[config.mk]
export PLATFORM = sky130hd
export DESIGN_NAME = bsg_counter_overflow_sched
export DESIGN_NICKNAME = d
export VERILOG_FILES = /design/src/rtl/bsg_counter_overflow_sched_pkg.sv /design/src/rtl/bsg_counter_overflow_set_en.sv /design/src/rtl/bsg_counter_overflow_sched.sv
export SDC_FILE = /design/constraint.sdc
export NUM_CORES = 1
export LEC_CHECK = 0
export BUFFER_PORTS_ARGS = -buffer_cell sky130_fd_sc_hd__buf_4
export CAP_MARGIN = 10
export CORE_MARGIN = 4
export CORE_UTILIZATION = 45
export DETAILED_ROUTE_END_ITERATION = 16
export PLACE_DENSITY_LB_ADDON = 0.08
export SLEW_MARGIN = 20
export SYNTH_ARGS = -nofsm -noshare
export SYNTH_HDL_FRONTEND = slang
export SYNTH_SLANG_ARGS = --single-unit
[constraint.sdc]
create_clock -name clk_i -period 3.7 [get_ports clk_i]
set_clock_uncertainty 0.15 [all_clocks]
set_input_delay 0 -clock clk_i [delete_from_list [all_inputs] [get_ports clk_i]]
set_output_delay 0 -clock clk_i [all_outputs]
set_load 0.05 [all_outputs]
[src/rtl/bsg_counter_overflow_sched_pkg.sv]
// Shared types for the overflow-counter time-slice scheduler.
package bsg_counter_overflow_sched_pkg;

    typedef enum logic [1:0] {
        IDLE = 2'd0,
        RUN  = 2'd1,
        DONE = 2'd2
    } state_e;

endpackage

[src/rtl/bsg_counter_overflow_set_en.sv]
// Loadable, enable-gated up counter that flags when it reaches max_val_p and
// clears itself on the following edge.
module bsg_counter_overflow_set_en #(
    parameter int unsigned        width_p   = 24,
    parameter logic [width_p-1:0] max_val_p = '1
) (
    input  logic               clk_i,
    input  logic               reset_i,
    input  logic               set_i,
    input  logic [width_p-1:0] val_i,
    input  logic               en_i,
    output logic [width_p-1:0] count_o,
    output logic               overflow_o
);

    logic [width_p-1:0] count_r;

    assign overflow_o = (count_r == max_val_p);
    assign count_o    = count_r;

    // Load beats the overflow clear, which beats the enable.
    always_ff @(posedge clk_i or posedge reset_i) begin
        if (reset_i) begin
            count_r <= '0;
        end else if (set_i) begin
            count_r <= val_i;
        end else if (overflow_o) begin
            count_r <= '0;
        end else if (en_i) begin
            count_r <= count_r + width_p'(1);
        end
    end

endmodule

[src/rtl/bsg_counter_overflow_sched.sv]
// Round-robin time-slice scheduler sharing one overflow counter among els_p
// requesters; each grant runs for exactly len ticks and ends in a tagged completion.
module bsg_counter_overflow_sched
    import bsg_counter_overflow_sched_pkg::*;
#(
    parameter int unsigned        width_p   = 24,
    parameter int unsigned        els_p     = 4,
    parameter logic [width_p-1:0] max_val_p = '1,
    localparam int unsigned       id_w_lp   = $clog2(els_p)
) (
    input  logic                     clk_i,
    input  logic                     reset_i,
    input  logic [els_p-1:0]         req_v_i,
    input  logic [els_p*width_p-1:0] req_len_i,
    output logic [els_p-1:0]         req_yumi_o,
    input  logic                     tick_i,
    output logic                     done_v_o,
    output logic [id_w_lp-1:0]       done_id_o,
    input  logic                     done_yumi_i,
    output logic                     busy_o,
    output logic [width_p-1:0]       count_o
);

    localparam logic [id_w_lp:0]  els_lp    = (id_w_lp+1)'(els_p);
    localparam logic [id_w_lp-1:0] last_id_lp = id_w_lp'(els_p - 1);
    localparam logic [els_p-1:0]  one_lp    = {{(els_p-1){1'b0}}, 1'b1};

    state_e state_r, state_n;

    logic [id_w_lp-1:0] rr_r;
    logic [id_w_lp-1:0] done_id_r;
    logic [id_w_lp-1:0] rr_n;
    logic [id_w_lp-1:0] gnt_id;
    logic [id_w_lp-1:0] rot_off;
    logic [id_w_lp:0]   gnt_sum;
    logic [2*els_p-1:0] req_dbl;
    logic [els_p-1:0]   req_rot;
    logic               grant;
    logic               ctr_en;
    logic               ctr_overflow;
    logic [width_p-1:0] ctr_val;
    logic [width_p-1:0] len_a [els_p];

    for (genvar i = 0; i < els_p; i++) begin : g_len
        assign len_a[i] = req_len_i[i*width_p +: width_p];
    end

    // Rotate so the rr pointer lands on bit 0, take the lowest set bit, then
    // add the pointer back modulo els_p to recover the requester id.
    always_comb begin
        req_dbl = {req_v_i, req_v_i};
        req_rot = els_p'(req_dbl >> rr_r);
        rot_off = '0;
        for (int unsigned k = els_p; k > 0; k--) begin
            if (req_rot[k-1]) begin
                rot_off = id_w_lp'(k - 1);
            end
        end
        gnt_sum = {1'b0, rr_r} + {1'b0, rot_off};
        if (gnt_sum >= els_lp) begin
            gnt_sum = gnt_sum - els_lp;
        end
        gnt_id = gnt_sum[id_w_lp-1:0];
        rr_n   = (gnt_id == last_id_lp) ? '0 : gnt_id + id_w_lp'(1);
    end

    always_comb begin
        state_n = state_r;
        grant   = 1'b0;
        case (state_r)
            IDLE: begin
                if (|req_v_i) begin
                    grant   = 1'b1;
                    state_n = RUN;
                end
            end
            RUN: begin
                if (ctr_overflow) begin
                    state_n = DONE;
                end
            end
            DONE: begin
                if (done_yumi_i) begin
                    state_n = IDLE;
                end
            end
            default: state_n = IDLE;
        endcase
    end

    always_ff @(posedge clk_i or posedge reset_i) begin
        if (reset_i) begin
            state_r   <= IDLE;
            rr_r      <= '0;
            done_id_r <= '0;
        end else begin
            state_r <= state_n;
            if (grant) begin
                rr_r      <= rr_n;
                done_id_r <= gnt_id;
            end
        end
    end

    // Loading max - len makes the counter hit max after exactly len ticks.
    assign ctr_val = max_val_p - len_a[gnt_id];
    assign ctr_en  = (state_r == RUN) & tick_i;

    bsg_counter_overflow_set_en #(
        .width_p  (width_p),
        .max_val_p(max_val_p)
    ) u_ctr (
        .clk_i     (clk_i),
        .reset_i   (reset_i),
        .set_i     (grant),
        .val_i     (ctr_val),
        .en_i      (ctr_en),
        .count_o   (count_o),
        .overflow_o(ctr_overflow)
    );

    assign req_yumi_o = grant ? (one_lp << gnt_id) : '0;
    assign done_v_o   = (state_r == DONE);
    assign done_id_o  = done_id_r;
    assign busy_o     = (state_r != IDLE);

endmodule
# Word level (Yosys, flattened, before mapping)
# Index checks and enable logic that the tools add are counted.
totals:
  regBits: 30
  inputBits: 104
  wordCells: 46
classes:
  addsub: 5
  n_lt_le_gt_ge: 2
  eq_ne: 7
  shifts: 2
  mux: 19
  n_bitwise: 2
  reduce_logical: 5
ops:
  columns: ["cell", "n"]
  rows:
  - ["24-bit 2-to-1 mux", 5]
  - ["24-bit binary-select mux with 2-bit select", 1]
  - ["24-bit by 1-bit adder with 24-bit output (second input constant)", 1]
  - ["24-bit equality test (second input constant)", 1]
  - ["24-bit subtractor (first input constant)", 1]
  - ["2-bit 2-to-1 mux", 9]
  - ["8-bit by 2-bit right shift with 4-bit output", 1]
  - ["3-bit greater-or-equal comparator (second input constant)", 2]
  - ["2-bit one-hot mux with 3 select lines", 1]
  - ["2-bit equality test (second input constant)", 2]
  - ["4-bit 2-to-1 mux", 1]
  - ["2-bit != test (second input constant)", 2]
  - ["4-bit OR reduction", 1]
  - ["1-bit by 2-bit << shifter with 4-bit output (first input constant)", 1]
  - ["2-bit by 2-bit adder with 3-bit output", 1]
  - ["2-bit NOT with 3-bit output", 1]
  - ["3-bit AND reduction", 1]
  - ["3-bit nonzero test", 1]
  - ["2-bit by 1-bit adder with 2-bit output (second input constant)", 1]
  - ["2-bit by 1-bit equality test with 1-bit output (second input constant)", 1]
  - ["2-bit logical NOT", 1]
  - ["1-bit 2-to-1 mux", 2]
  - ["2-bit by 1-bit != test with 1-bit output (second input constant)", 1]
  - ["2-bit nonzero test", 1]
  - ["2 further kinds", 2]

# Depth between registers and ports, before layout
# Gate-level depths: netlist (run 1).
depth:
  depth_word: 14
  mapped_depth: 12
  depth_no_buf: 11

# Hierarchy
# From an unflattened synthesis (run 1), not the netlist that was laid out.
unflattened:
  cells_unflattened: 347
  area_unflattened_um2: 2915.3
modules_own_cells:
  columns: ["module", "n_inst", "cells_per_inst", "area_per_inst_um2", "seq_area_each_um2"]
  rows:
  - ["bsg_counter_overflow_set_en", 1, 179, 1519.0, 600.6]
  - ["bsg_counter_overflow_sched", 1, 168, 1396.3, 150.1]

# Least setup slack after synthesis (run 1)
# OpenSTA, ideal clock, no wires.
synth_path:
  path_kind: "register to register"
  from: "register rr_r[0]"
  to: "register u_ctr.count_r[18] (netlist: u_ctr.count_o[18])"
  arrival_time_ns: 2.508
  path_slack_ns: 0.904
  stages_incl_launch_ff: 11
  path_buffers: 1
  period_less_slack_ns: 2.796
  cell_sequence: "dfrtp_1 clkbuf_1 nor2_1 a211oi_1 o21ai_0 ha_1 xnor2_1 nor2_1 mux2i_1 nor2_1 or4_1"
synth_via:
  elab_chain_cells: 14
synth_rtl:
  columns: ["item", "line_no", "rtl"]
  rows:
  - ["from (decl)", "bsg_counter_overflow_sched.sv:30", "logic [id_w_lp-1:0] rr_r;"]
  - ["from (signal assigned)", "bsg_counter_overflow_sched.sv:99", "rr_r <= rr_n;"]
  - ["8-bit by 2-bit right shift with 4-bit output", "bsg_counter_overflow_sched.sv:52", "req_rot = els_p'(req_dbl >> rr_r);"]
  - ["2-bit 2-to-1 mux (4 in a row)", "bsg_counter_overflow_sched.sv:55", "if (req_rot[k-1]) begin"]
  - ["2-bit by 2-bit adder with 3-bit output *", "bsg_counter_overflow_sched.sv:59", "gnt_sum = {1'b0, rr_r} + {1'b0, rot_off};"]
  - ["3-bit greater-or-equal comparator or 2-bit by 1-bit subtractor with 2-bit output (tied branches)", "bsg_counter_overflow_sched.sv:60, bsg_counter_overflow_sched.sv:61", null]
  - ["2-bit 2-to-1 mux *", "bsg_counter_overflow_sched.sv:60", "if (gnt_sum >= els_lp) begin"]
  - ["2-bit NOT with 3-bit output (implied by the code) *", "bsg_counter_overflow_sched.sv:106", "assign ctr_val = max_val_p - len_a[gnt_id];"]
  - ["24-bit binary-select mux with 2-bit select *", "bsg_counter_overflow_sched.sv:106", null]
  - ["24-bit 2-to-1 mux (implied by the code) * (2 in a row)", "bsg_counter_overflow_sched.sv:106", null]
  - ["24-bit subtractor *", "bsg_counter_overflow_sched.sv:106", null]
  - ["24-bit 2-to-1 mux *", "bsg_counter_overflow_set_en.sv:25", "end else if (set_i) begin"]
  - ["to (signal assigned)", "bsg_counter_overflow_set_en.sv:26", "count_r <= val_i;"]
  - ["to (signal assigned)", "bsg_counter_overflow_set_en.sv:30", "count_r <= count_r + width_p'(1);"]
  - ["to (decl)", "bsg_counter_overflow_set_en.sv:16", "logic [width_p-1:0] count_r;"]
# Every way passes the cells marked *; elsewhere a longest branch is shown, timed or not. The select of a mux whose other input is x is not followed.
# A chain may end at the register's enable or synchronous reset.

# Final worst setup path (run 1)
layout_path:
  from: "register rr_r[0]"
  to: "register u_ctr.count_r[18] (netlist: u_ctr.count_o[18])"
layout_via:
  elab_chain_cells: 14
layout_rtl:
  columns: ["item", "line_no", "rtl"]
  rows:
  - ["8-bit by 2-bit right shift with 4-bit output", "bsg_counter_overflow_sched.sv:52", null]
  - ["2-bit 2-to-1 mux (4 in a row)", "bsg_counter_overflow_sched.sv:55", null]
  - ["2-bit by 2-bit adder with 3-bit output *", "bsg_counter_overflow_sched.sv:59", null]
  - ["3-bit greater-or-equal comparator or 2-bit by 1-bit subtractor with 2-bit output (tied branches)", "bsg_counter_overflow_sched.sv:60, bsg_counter_overflow_sched.sv:61", null]
  - ["2-bit 2-to-1 mux *", "bsg_counter_overflow_sched.sv:60", null]
  - ["via gnt_sum[0]", "bsg_counter_overflow_sched.sv:35", "logic [id_w_lp:0] gnt_sum;"]
  - ["2-bit NOT with 3-bit output (implied by the code) *", "bsg_counter_overflow_sched.sv:106", null]
  - ["24-bit binary-select mux with 2-bit select *", "bsg_counter_overflow_sched.sv:106", null]
  - ["24-bit 2-to-1 mux (implied by the code) * (2 in a row)", "bsg_counter_overflow_sched.sv:106", null]
  - ["24-bit subtractor *", "bsg_counter_overflow_sched.sv:106", null]
  - ["24-bit 2-to-1 mux *", "bsg_counter_overflow_set_en.sv:25", null]
# The timed path passes the listed nets; every way through them passes the cells marked *. The select of a mux whose other input is x is not followed.

==> results of run 1 <==
==> state kept, by name, indices dropped and copies added (netlist names) <==
signal and flops:
done_id_o 2, u_ctr.count_o 24, rr_r 2, state_r 2
==> where the power goes <==
| group | internal [W] | switching, W | total [W] |
|---|---|---|---|
| Combinational | 0.000886 | 0.00123 | 0.00211 |
| Clock | 0.000129 | 0.000123 | 0.000252 |
| Sequential | 0.000478 | 0.000213 | 0.000691 |
==> routing by layer <==
| layer | share of wire | track usage | vias to the layer above |
|---|---|---|---|
| met5 | 0 | 0 | - |
| met4 | 0.019 | 0.0791 | 0 |
| met3 | 0.068 | 0.0572 | 23 |
| met2 | 0.52 | 0.490 | 170 |
| met1 | 0.39 | 0.312 | 1884 |
| li1 | - | - | 1898 |
==> final cells by class <==
class	instances	share of cell area
multi-input combinational	353	0.451
timing repair buffer	214	0.358
tap	80	0.0200
clock buffer	7	0.0153
inverter	7	0.00526
sequential	30	0.151
==> worst max-delay path by stage <==
| stage | startpoint | endpoint | slack [ns] | cells past startpoint |
|---|---|---|---|---|
| 2_1_floorplan | rr_r[0] | u_ctr.count_o[18] | 0.90 | 10 |
| 3_3_place_gp | rr_r[0] | u_ctr.count_o[18] | 0.76 | 10 |
| 3_5_place_dp | rr_r[0] | u_ctr.count_o[18] | 0.64 | 9 |
| 4_1_cts | rr_r[0] | u_ctr.count_o[5] | 0.02 | 9 |
| 5_1_grt | rr_r[0] | u_ctr.count_o[18] | -0.06 | 12 |
| 6_report | rr_r[0] | u_ctr.count_o[18] | 0.14 | 10 |
==> through the flow <==
| stage | area, um^2 | total power, W | hold WS, ns | setup WS [ns] |
|---|---|---|---|---|
| CTS | 4960 | 0.00301 | 0.00987 | 0.0229 |
| global route | 4990 | 0.00325 | 0.0358 | -0.0594 |
| global placement | 4180 | 0.00250 | -0.0345 | 0.763 |
| floorplan | 3100 | 0.00199 | -0.0592 | 0.904 |
| finish | 4990 | 0.00306 | 0.0202 | 0.137 |
| detailed placement | 4180 | 0.00253 | -0.0362 | 0.637 |
==> cells in the final DEF (no fill, tap or decap), types with 7 or more instances in the layout <==
cell type        n
nor2_1          19
nand4_1          7
o21ai_0          7
nand2_1        103
mux2i_1         39
nand3_1         46
dfrtp_1         29
a21oi_1          8
buf_4          142
a22oi_1         18
xor2_1          13
o2111ai_1       18
dlygate4sd3_1   70
==> cells in the mapped netlist, types with 2 or more instances <==
library cell	number	share of area
o2111ai_1	18	0.051
nor3_1	5	0.0081
nand3_1	46	0.074
and4_1	2	0.0056
xnor2_1	7	0.020
mux2i_1	41	0.13
inv_1	6	0.0073
nand2b_1	4	0.0081
a2111oi_2	2	0.0097
a22o_1	2	0.0056
nand2_1	104	0.13
nand4_1	7	0.014
o31ai_1	3	0.0073
clkbuf_1	20	0.024
and3_1	3	0.0060
a21oi_1	9	0.015
a21o_1	2	0.0048
mux2_2	2	0.0073
ha_1	3	0.012
nor2_1	21	0.025
and2_1	4	0.0081
o21ai_0	7	0.011
a22oi_1	18	0.044
dfrtp_1	30	0.24
or4_1	2	0.0048
xor2_1	13	0.037
o22ai_1	3	0.0060
buf_2	3	0.0048
or3_1	3	0.0060
a31oi_1	2	0.0040
==> worst max-delay path: stages (launching register included) <==
cell           delay, ns
dfrtp_2             0.48
o311a_1             0.36
o21ai_0             0.16
ha_1                0.29
nand2_1             0.21
nor2_1              0.08
buf_4               0.23
mux2i_1             0.32
nor2_1              0.08
or4_1               0.50
dlygate4sd3_1       0.57
==> timing repair <==
action                     4_1_cts  5_1_grt
hold endpoints to repair        55        0
resized for setup                0        9
hold buffers                    70        0
setup endpoints to repair        0       20
==> cells by family (layout without fill, tap and decap cells) <==
logic type                 Yosys count  after routing  synth area share
and+or+nand+nor                    210            210             0.311
AOI/OAI and AO/OA                   74             74             0.181
muxes                               45             45             0.148
buffers and inverters               32            228            0.0435
DFF                                 30             30             0.242
xor gates and xnor gates            21             21            0.0617
adders and majority gates            3              3            0.0121
==> results.yml, run 1 <==
critical_path:
  rr_endpoint: "u_ctr.count_o[18]"
  reg2reg_from: "rr_r[0]"
  rr_worst_depth: 10
  cp-end-kind: "flop"
  r2r_setup_slack_ns: 0.14
  cp.required_ns: 3.71
  critPathLaunchType: "flop"
  crit_type: "flop to flop"
  crit_fanout: 19
  cp.arrival_ns: 3.57
global_routing:
  grt.overflow.total: 0
  grt_max_degree: 36
  grt_pass1_wl_mm: 18.6
  track_usage: 0.268
  first_global_vias: 3993
  antenna_found_initial: 0
sta:
  tns_ns: 0
  worst_pin_slew_ns: 0.599
  period_share: 0.963
  clock.fmax_ghz: 0.281
  rsz0062_at_grt: "true"
  finalHoldViolCount: 0
  period_needed_ns: 3.56
  max-slew-margin-rel: 0.600
  setup_violations: 0
  maxSlewViolCount: 0
synthesis:
  synth_cell_types: 53
  synth-seq-cells: 30
  synth_edf_count: 0
  postSynth.asyncResetShare: 1.00
  syn_inst: 415
  synthesis.nets: 522
  yosys_warnings: 0
  syn_area_um2: 3100
  avgSynthCellArea_um2: 7.48
  synth_flop_cell: "dfrtp_1"
  seq_area_frac_synth: 0.242
pwr:
  ir_drop_v: 0.000366
  cellPowerDensity_nw_per_um2: 612
  leakagePower_nw: 2.23
floorplanning:
  die_h_um: 91.0
  die_w_um: 91.0
  ios: 136
  design.die.area_um2: 8290
  rows: 30
  start_util: 0.459
  core_area_um2: 6760
clock_network:
  cts_tree: "yes"
  clock_latency_ns: 0.28
  cts.sinks: 30
  clock_path_buffers: 2
  clkTransAtPathRegs_ns: 0.07
  cts-root-buf: "clkbuf_8"
  post_cts_buffers: 0
  h-tree-depth: 2
  cts_made_buffers: 5
min_path:
  hp-start: "req_len_i[35]"
  hp-class: "input pin to flop"
  whs_endpoint: "u_ctr.count_o[11]"
  holdPathStages: 4
route:
  via_per_inst: 5.75
  drtAntennaViolNets: 0
  routed_wl_mm: 11.4
  wire_per_inst_um: 16.5
  drt_iter0_drc: 163
  vias: 3975
  drc: 0
  firstDrtPassIters: 4
cells_and_area:
  multiInputGateArea_um2: 2250
  areaGrowthSynthToFinish_pct: 61.0
  fill_cells: 553
  seq_area_um2: 752
  nNetsFinal: 718
  diodes: 0
  fin_util: 0.739
  drive_above_1_share: 0.277
  final_cells: 691
flow_run:
  maxCapViolations: 0
placement:
  routabilityCongestion: 0.913
  io_buffers: 135
  place_hpwl_mm: 7.93
  dp.cells: 614
run_status:
  status: "completed"
No activity file was read; power rests on OpenSTA's default activity.
==> run 2, diff against run 1 <==
CORE_UTILIZATION = 49   (was 45)
==> results.yml, run 2 (same netlist as run 1, synthesis figures left out) <==
placement:
  dp.cells: 610
  place_hpwl_mm: 7.80
  dpl-instance-area_um2: 4190
  routabilityCongestion: 0.866
  io_buffers: 135
global_routing:
  track_usage: 0.311
  grt.overflow.total: 0
  grt_pass1_wl_mm: 19.2
  antenna_found_initial: 0
  first_global_vias: 4171
  grt_max_degree: 40
floorplanning:
  ios: 136
  core_area_um2: 6030
  start_util: 0.515
  die_h_um: 87.6
  design.die.area_um2: 7670
  rows: 28
  die_w_um: 87.6
critical_path:
  crit_type: "flop to flop"
  crit_fanout: 14
  rr_worst_depth: 9
  cp-end-kind: "flop"
  critPathLaunchType: "flop"
  cp.arrival_ns: 3.67
  cp.required_ns: 3.77
pwr:
  cellPowerDensity_nw_per_um2: 620
  combPwrFrac: 0.683
  power_frac_seq: 0.225
  switching_power_w: 0.00162
  leakagePower_nw: 2.26
  swShare: 0.517
  intPower_w: 0.00151
  clkPwrFrac: 0.092
  ir_drop_v: 0.000633
clock_network:
  clock_path_buffers: 2
  cts-root-buf: "clkbuf_8"
  cts.sinks: 30
  cts_tree: "yes"
  clkTransAtPathRegs_ns: 0.07
  clock_latency_ns: 0.29
  h-tree-depth: 2
  cts_made_buffers: 5
route:
  drt_iter0_drc: 414
  routed_wl_mm: 11.9
  via_per_inst: 6.06
  drtAntennaViolNets: 0
  vias: 4185
  drc: 0
  firstDrtPassIters: 5
  wire_per_inst_um: 17.3
sta:
  period_needed_ns: 3.60
  maxSlewViolCount: 0
  worst_pin_slew_ns: 0.628
  setup_violations: 0
  rsz0062_at_grt: "true"
  finalHoldViolCount: 0
  tns_ns: 0
  period_share: 0.973
  max-slew-margin-rel: 0.582
  clock.fmax_ghz: 0.278
cells_and_area:
  final_cell_mix: "buf_4, nand2_1, dlygate4sd3_1"
  largest_reg_flops: 24
  fin_area_um2: 5040
  final_common_cell: "buf_4"
  areaGrowthSynthToFinish_pct: 62.4
  diodes: 0
  drive_above_1_share: 0.278
  nNetsFinal: 722
  final_cells: 691
  fin_util: 0.836
min_path:
  holdPathStages: 4
  hp-class: "input pin to flop"
flow_run:
  maxCapViolations: 0
run_status:
  status: "completed"
==> run 2: changes by cell type in the layout (fill, tap and decap cells not counted), sizes merged <==
cell,before,now
dlygate4sd3,70,73
buf,144,145
clkinv,0,1
==> run 2: repair_timing <==
action / 4_1_cts / 5_1_grt
resized for setup: 0 / 10
hold endpoints to repair: 55 / 0
buffers inserted: 0 / 0
endpoints found under the setup margin: 0 / 18
hold buffers: 73 / 0
==> run 2: final timing paths <==
path / startpoint / to / slack (ns)
hold reg to reg: done_id_o[0] / done_id_o[0] / 0.33
setup reg to reg: rr_r[0] / u_ctr.count_o[0] / 0.1
hold / removal: req_len_i[64] / u_ctr.count_o[16] / 0.01
max in group asynchronous: reset_i / rr_r[0] / 2.87
min in group asynchronous: reset_i / u_ctr.count_o[12] / 0.21
setup / recovery: rr_r[0] / u_ctr.count_o[0] / 0.1
==> run 2: final cells by class <==
cell class	count	area, um^2
sequential	30	752
multi-input combinational	353	2250
clock buffer	7	86.3
inverter	7	26.3
fill	380	986
tap	75	93.8
clock inverter	1	5.00
timing repair buffer	218	1830
==> run 2: per-layer routing <==
layer,vias to the layer above,share of wire,global-route usage
li1,1914,-,-
met1,1962,0.38,0.378
met2,265,0.49,0.538
met3,44,0.097,0.0546
met4,0,0.031,0.138
met5,-,0,0
==> run 2: per-stage QoR <==
step | total power [W] | setup WS (ns) | hold slack [ns]
floorplan | 0.00199 | 0.904 | -0.0592
global placement | 0.00252 | 0.786 | -0.0357
detailed placement | 0.00255 | 0.634 | -0.0323
CTS | 0.00304 | 0.0285 | 0.00629
global route | 0.00329 | -0.0913 | 0.0285
finish | 0.00312 | 0.0996 | 0.00994
==> run 2: power groups by stage <==
stage          clock network, W  logic, W  registers (W)
4_1_cts                0.000284   0.00206       0.000689
6_report               0.000286   0.00213       0.000703
5_1_grt                0.000301   0.00227       0.000722
2_1_floorplan                 0  0.000883        0.00111
3_5_place_dp                  0   0.00185       0.000694
3_3_place_gp                  0   0.00183       0.000689
==> run 2: critical path, cell delays in order, from the launching register on <==
cell and delay [ns]:
dfrtp_2 0.47, o311a_1 0.36, o21ai_0 0.18, ha_1 0.32, nand2b_1 0.24, nor2_4 0.38
nand3_1 0.11, dlygate4sd3_1 0.59, o2111ai_1 0.10, dlygate4sd3_1 0.61
